===== config.mk =====
export PLATFORM = sky130hd
export DESIGN_NAME = ecp5_pll_dphase_ctlr
export DESIGN_NICKNAME = d
export VERILOG_FILES = /design/src/rtl/ecp5_pll_pkg.sv /design/src/rtl/pll_lock_filter.sv /design/src/rtl/ecp5_pll_dphase_ctlr.sv
export SDC_FILE = /design/constraint.sdc
export NUM_CORES = 1
export LEC_CHECK = 0
export BUFFER_PORTS_ARGS = -buffer_cell sky130_fd_sc_hd__buf_2
export CAP_MARGIN = 10
export CORE_UTILIZATION = 50
export CTS_CLUSTER_SIZE = 20
export DETAILED_ROUTE_END_ITERATION = 10
export PLACE_DENSITY = 0.72
export SYNTH_ARGS = -nofsm -noshare
export SYNTH_HDL_FRONTEND = slang
export SYNTH_HIERARCHICAL = 1
export SYNTH_SLANG_ARGS = --single-unit

===== constraint.sdc =====
create_clock -name clk -period 6 [get_ports clk]
set_input_delay 0.6 -clock clk [delete_from_list [all_inputs] [get_ports clk]]
set_output_delay 0.6 -clock clk [all_outputs]
set_load 0.01 [all_outputs]

===== src/rtl/ecp5_pll_pkg.sv =====
// Shared types and constants for the ECP5 PLL dynamic phase-shift controller.
package ecp5_pll_pkg;

    typedef enum logic [2:0] {
        ST_IDLE,
        ST_SETUP,
        ST_PULSE,
        ST_SETTLE,
        ST_DONE
    } state_t;

    localparam logic [1:0] SEL_CLKOP  = 2'd0;
    localparam logic [1:0] SEL_CLKOS  = 2'd1;
    localparam logic [1:0] SEL_CLKOS2 = 2'd2;
    localparam logic [1:0] SEL_CLKOS3 = 2'd3;

    localparam logic PHASESTEP_IDLE = 1'b1;

    function automatic int clog2(input int value);
        int r;
        r = 0;
        while ((1 << r) < value) r++;
        return r;
    endfunction

endpackage


===== src/rtl/pll_lock_filter.sv =====
// Two-flop synchroniser for the raw PLL lock followed by a saturating
// consecutive-high counter; locked falls on the first synchronised low.
module pll_lock_filter
    import ecp5_pll_pkg::*;
#(
    parameter int LOCK_FILTER = 16
) (
    input  logic clk,
    input  logic rst,
    input  logic pll_lock,
    output logic locked
);

    localparam int CW = clog2(LOCK_FILTER + 1);
    localparam logic [CW-1:0] CNT_MAX = CW'(LOCK_FILTER);

    logic          sync1;
    logic          sync2;
    logic [CW-1:0] cnt;

    always_ff @(posedge clk) begin
        if (rst) begin
            sync1 <= 1'b0;
            sync2 <= 1'b0;
            cnt   <= '0;
        end else begin
            sync1 <= pll_lock;
            sync2 <= sync1;
            if (!sync2)
                cnt <= '0;
            else if (cnt != CNT_MAX)
                cnt <= cnt + 1'b1;
        end
    end

    assign locked = sync2 && (cnt == CNT_MAX);

endmodule


===== src/rtl/ecp5_pll_dphase_ctlr.sv =====
// Sequences EHXPLLL PHASESEL/PHASEDIR/PHASESTEP to shift one PLL output by
// N fine steps per request, and tracks each output's phase position.
module ecp5_pll_dphase_ctlr
    import ecp5_pll_pkg::*;
#(
    parameter int NUM_OUT       = 4,
    parameter int STEP_W        = 8,
    parameter int PHASE_MOD     = 24,
    parameter int SETUP_CYCLES  = 2,
    parameter int PULSE_CYCLES  = 4,
    parameter int SETTLE_CYCLES = 4,
    parameter int LOCK_FILTER   = 16
) (
    input  logic                                      clk,
    input  logic                                      rst,
    input  logic                                      pll_lock,
    input  logic                                      req_valid,
    output logic                                      req_ready,
    input  logic [1:0]                                req_sel,
    input  logic                                      req_dir,
    input  logic [STEP_W-1:0]                         req_steps,
    output logic                                      done,
    output logic                                      err,
    output logic                                      busy,
    output logic                                      locked,
    output logic [1:0]                                phasesel,
    output logic                                      phasedir,
    output logic                                      phasestep,
    output logic [NUM_OUT*clog2(PHASE_MOD)-1:0]       phase_pos
);

    localparam int PHW  = clog2(PHASE_MOD);
    localparam int TMAX = (SETUP_CYCLES > PULSE_CYCLES)
                          ? ((SETUP_CYCLES > SETTLE_CYCLES) ? SETUP_CYCLES : SETTLE_CYCLES)
                          : ((PULSE_CYCLES > SETTLE_CYCLES) ? PULSE_CYCLES : SETTLE_CYCLES);
    localparam int TW   = clog2(TMAX + 1);
    localparam logic [2:0]     NUM_OUT_W = 3'(NUM_OUT);
    localparam logic [PHW-1:0] POS_TOP   = PHW'(PHASE_MOD - 1);

    state_t            state, state_nxt;
    logic [TW-1:0]     tmr, tmr_nxt;
    logic [STEP_W-1:0] rem, rem_nxt;
    logic [1:0]        sel_q;
    logic              dir_q;
    logic              err_q, err_nxt;
    logic              step;
    logic              accept;
    logic [PHW-1:0]    pos [NUM_OUT];

    pll_lock_filter #(.LOCK_FILTER(LOCK_FILTER)) u_lock (
        .clk      (clk),
        .rst      (rst),
        .pll_lock (pll_lock),
        .locked   (locked)
    );

    assign req_ready = locked && (state == ST_IDLE);
    assign accept    = req_valid && req_ready;

    always_ff @(posedge clk) begin
        if (rst) begin
            state <= ST_IDLE;
            tmr   <= '0;
            rem   <= '0;
            sel_q <= SEL_CLKOP;
            dir_q <= 1'b0;
            err_q <= 1'b0;
        end else begin
            state <= state_nxt;
            tmr   <= tmr_nxt;
            rem   <= rem_nxt;
            err_q <= err_nxt;
            if (accept) begin
                sel_q <= req_sel;
                dir_q <= req_dir;
            end
        end
    end

    // Lock loss aborts from any active state; the step in flight is not counted.
    always_comb begin
        state_nxt = state;
        tmr_nxt   = (tmr != '0) ? tmr - 1'b1 : tmr;
        rem_nxt   = rem;
        step      = 1'b0;
        err_nxt   = 1'b0;
        case (state)
            ST_IDLE: begin
                if (accept) begin
                    rem_nxt = req_steps;
                    if ({1'b0, req_sel} >= NUM_OUT_W) begin
                        state_nxt = ST_DONE;
                        err_nxt   = 1'b1;
                    end else if (req_steps == '0) begin
                        state_nxt = ST_DONE;
                    end else begin
                        state_nxt = ST_SETUP;
                        tmr_nxt   = TW'(SETUP_CYCLES - 1);
                    end
                end
            end
            ST_SETUP: begin
                if (!locked) begin
                    state_nxt = ST_DONE;
                    err_nxt   = 1'b1;
                end else if (tmr == '0) begin
                    state_nxt = ST_PULSE;
                    tmr_nxt   = TW'(PULSE_CYCLES - 1);
                end
            end
            ST_PULSE: begin
                if (!locked) begin
                    state_nxt = ST_DONE;
                    err_nxt   = 1'b1;
                end else if (tmr == '0) begin
                    state_nxt = ST_SETTLE;
                    tmr_nxt   = TW'(SETTLE_CYCLES - 1);
                    step      = 1'b1;
                    rem_nxt   = rem - 1'b1;
                end
            end
            ST_SETTLE: begin
                if (!locked) begin
                    state_nxt = ST_DONE;
                    err_nxt   = 1'b1;
                end else if (tmr == '0) begin
                    if (rem == '0) begin
                        state_nxt = ST_DONE;
                    end else begin
                        state_nxt = ST_PULSE;
                        tmr_nxt   = TW'(PULSE_CYCLES - 1);
                    end
                end
            end
            ST_DONE:  state_nxt = ST_IDLE;
            default:  state_nxt = ST_IDLE;
        endcase
    end

    // The PLL relocks at its static phases, so positions are void while unlocked.
    always_ff @(posedge clk) begin
        if (rst || !locked) begin
            for (int i = 0; i < NUM_OUT; i++) pos[i] <= '0;
        end else if (step) begin
            for (int i = 0; i < NUM_OUT; i++) begin
                if (sel_q == 2'(i)) begin
                    if (dir_q)
                        pos[i] <= (pos[i] == POS_TOP) ? '0 : pos[i] + 1'b1;
                    else
                        pos[i] <= (pos[i] == '0) ? POS_TOP : pos[i] - 1'b1;
                end
            end
        end
    end

    for (genvar g = 0; g < NUM_OUT; g++) begin : g_pos
        assign phase_pos[g*PHW +: PHW] = pos[g];
    end

    assign busy      = (state != ST_IDLE);
    assign done      = (state == ST_DONE);
    assign err       = (state == ST_DONE) && err_q;
    assign phasesel  = busy ? sel_q : 2'd0;
    assign phasedir  = busy ? dir_q : 1'b0;
    assign phasestep = (state == ST_PULSE) ? ~PHASESTEP_IDLE : PHASESTEP_IDLE;

endmodule


==> impl_metrics.yaml <==
clock_tree:
  cts_setup_buffers: 0
  clk_path_buf_depth: 2
  clock_latency_ns: 0.29
  postCtsHoldBufs: 0
  root_buffer: "clkbuf_8"
  ctsResizeCount: 0
  clk_pin_slew_worst_paths_ns: 0.08
  cts_buffers: 5
  cts_sinks: 45
  cts_tree: "done"
  htree_num_levels: 2
detailed_routing:
  wirelength_um: 6006
  num_vias: 2499
  wl_per_cell_um: 13.53
  viasPerCell: 5.628
  first_pass_iters: 4
  first_iter_violations: 155
  detail-route-antenna-nets: 0
  drcViolationCount: 0
floorplanning:
  rows: 27
  initial_core_util_pct: 52.92
  coreArea_sq_mm: 0.005642
  fp.dieW_um: 79.27
  die_y_um: 79.27
  die_area_sq_mm: 0.006284
  io-pin-count: 44
placement:
  portBuffers: 43
  gp_congestion: 0.8315
  dp_hpwl_um: 4408
  post-place-cells: 436
timing:
  tns_ns: 0
  fmax_ghz: 0.4042
  setup_viol: 0
  tightest_slew_ns: 0.9795
  final-hold-violation-count: 0
  finalCritPeriodShare_pct: 41.23
  slew_violations: 0
  maxSlewHeadroom_pct: 33.84
  rsz0062_at_grt: "no"
  period_minus_slack_ns: 2.474
  skew_ns: 0.005385
setup_path:
  critPathBufInv: 2
  required_ns: 5.92
  crit_fanout: 10
  critPathKind: "reg2reg"
  crit_path_top_delay_cell: "o41ai_1"
  max_stage_delay_ns: 0.95
  reg2reg_slack_ns: 3.53
  reg2reg_from: "tmr[0]"
  crit_family: "compound AO/OA/AOI/OAI gates"
  r2r_cells: 5
  crit_arrival_ns: 2.39
  crit_chain: "inv_1 -> ha_1 -> and2b_1 -> clkinv_1 -> o41ai_1"
  rr_endpoint: "pos[0][2]"
  end_kind: "flop"
  start_kind: "flop"
grt:
  grt_max_degree: 41
  overflow: 0
  track_usage_pct: 20.75
  grt_pass1_wl_um: 10400
  antenna_found_initial: 0
  grt_pass1_vias: 2295
final_layout:
  layout-drive-gt1-share_pct: 17.47
  fill_cells: 495
  final_cells: 444
  antenna_cells: 0
  area_growth_pct: 11.11
  nets: 401
logic_synthesis:
  ys_async_sr_fraction_pct: 0
  ys_seq_elements: 45
  ys_seq_area_share_pct: 36.88
  postSynthCellCount: 336
  netlist_area_sq_mm: 0.002985
  ys_types: 60
  synth_warnings: 6
  syn_nets: 366
  synth_edf_count: 20
  avgSynthCellArea_sq_um: 8.885
  synth-main-ff-cell: "dfxtp_1"
power:
  p_leak_nw: 1.370
  vdd_ir_drop_max_uv: 147.1
  power_density_mw_per_mm2: 194.2
hold_path:
  min_delay_path_depth: 1
  min-delay-start: "u_lock/sync1"
  min_to: "u_lock/sync2"
  min_path_type: "reg2reg"
job:
  cap_violations: 0
run_status:
  status: "finished, final reports clean"
-- logic make-up (layout without fill, tap and decap cells) --
logic type	count (synthesis)	count (layout)	share of synthesized area, %
adders and majority gates	15	15	6.287
muxes	12	12	4.107
DFF	45	45	36.88
buffers and inverters	37	73	5.574
and+or+nand+nor	140	140	26.70
xor gates and xnor gates	15	15	4.401
AOI/OAI and AO/OA	72	72	16.05
-- layout by cell type, fill, tap and decap left out, drive strengths merged, types with 5 or more instances in the layout --
cell type   n
buf        44
nor2       28
dfxtp      25
nand2      24
a21oi      23
edfxtp     20
inv        20
nand3      16
ha         15
nor3       12
a211oi     12
mux2i      10
o21ai      10
xor2        9
nand2b      8
nand4b      7
and2        7
nor2b       6
xnor2       6
nor3b       6
nor4        6
clkbuf      6
a31oi       5
o21bai      5
-- metrics by stage --
stage,util [%],power (mW),instance area [sq um],hold WS (ns),setup slack [ns]
2_1_floorplan,-,0.4091,2985,0.4138,3.873
3_3_place_gp,56.91,0.4294,3211,0.4181,3.612
3_5_place_dp,56.91,0.4333,3211,0.4281,3.530
4_1_cts,58.79,0.6539,3317,0.4480,3.503
5_1_grt,58.79,0.6779,3317,0.4672,3.282
6_report,58.79,0.6442,3317,0.4423,3.526
-- Yosys cell counts (all sizes together) (2+ instances only) --
master	number	area, sq um
nor2	28	105.1
a211oi	12	95.09
nand3b	2	15.01
a21oi	23	115.1
a21o	4	30.03
nand4b	7	61.31
mux2	2	22.52
o211ai	3	22.52
nand2	24	90.09
nand4	2	12.51
xor2	9	78.83
o21ai	10	53.80
clkbuf	7	26.28
nand2b	8	50.05
nor3b	6	56.31
or3	3	18.77
nor3	12	71.32
nor2b	6	37.54
o21bai	5	37.54
a31oi	5	31.28
mux2i	10	100.1
dfxtp	25	500.5
inv	20	75.07
or2	3	18.77
buf	9	61.30
nor4	6	43.79
ha	15	187.7
edfxtp	20	600.6
and2	7	45.05
and3	4	25.02
xnor2	6	52.55
nand3	16	85.08
a32oi	2	17.52
-- per-layer routing --
metal / track usage [%] / vias to the layer above / part of all wire, %
met4: 7.455 / 0 / 0.88
met3: 3.103 / 5 / 2.4
met2: 34.66 / 33 / 48
met5: 0 / - / 0
li1: - / 1287 / -
met1: 27.09 / 1174 / 49
-- where the power goes --
group,switching [mW],internal [mW]
clock network,0.0949,0.123
logic,0.0558,0.0367
registers,0.00740,0.327
total,0.158,0.486
-- worst max path at each step --
stage	from	endpoint	slack (ns)	cells past startpoint
2_1_floorplan	u_lock/cnt[0]	pos[2][0]	3.87	8
3_3_place_gp	state[1]	pos[0][0]	3.61	3
3_5_place_dp	tmr[0]	pos[0][3]	3.53	5
4_1_cts	tmr[0]	pos[0][2]	3.50	5
5_1_grt	tmr[0]	pos[0][4]	3.28	5
6_report	tmr[0]	pos[0][2]	3.53	5
-- sequential cells by signal, indices dropped and copies added (netlist names) --
register,cells
err_q,1
u_lock/cnt,5
dir_q,1
rem,8
state,3
pos,20
u_lock/sync1,1
sel_q,2
u_lock/sync2,1
tmr,3
-- final cells by class --
type | instances | area [sq um] | area share, %
well taps | 72 | 90.09 | 2.716
inverters | 21 | 78.83 | 2.376
flip-flops and latches | 45 | 1101 | 33.20
multi-input cells | 254 | 1718 | 51.79
clock buffers | 6 | 72.57 | 2.188
clock inverters | 2 | 33.78 | 1.018
repair buffers | 44 | 222.7 | 6.714
Note: power is estimated with default switching activity, not from simulation.
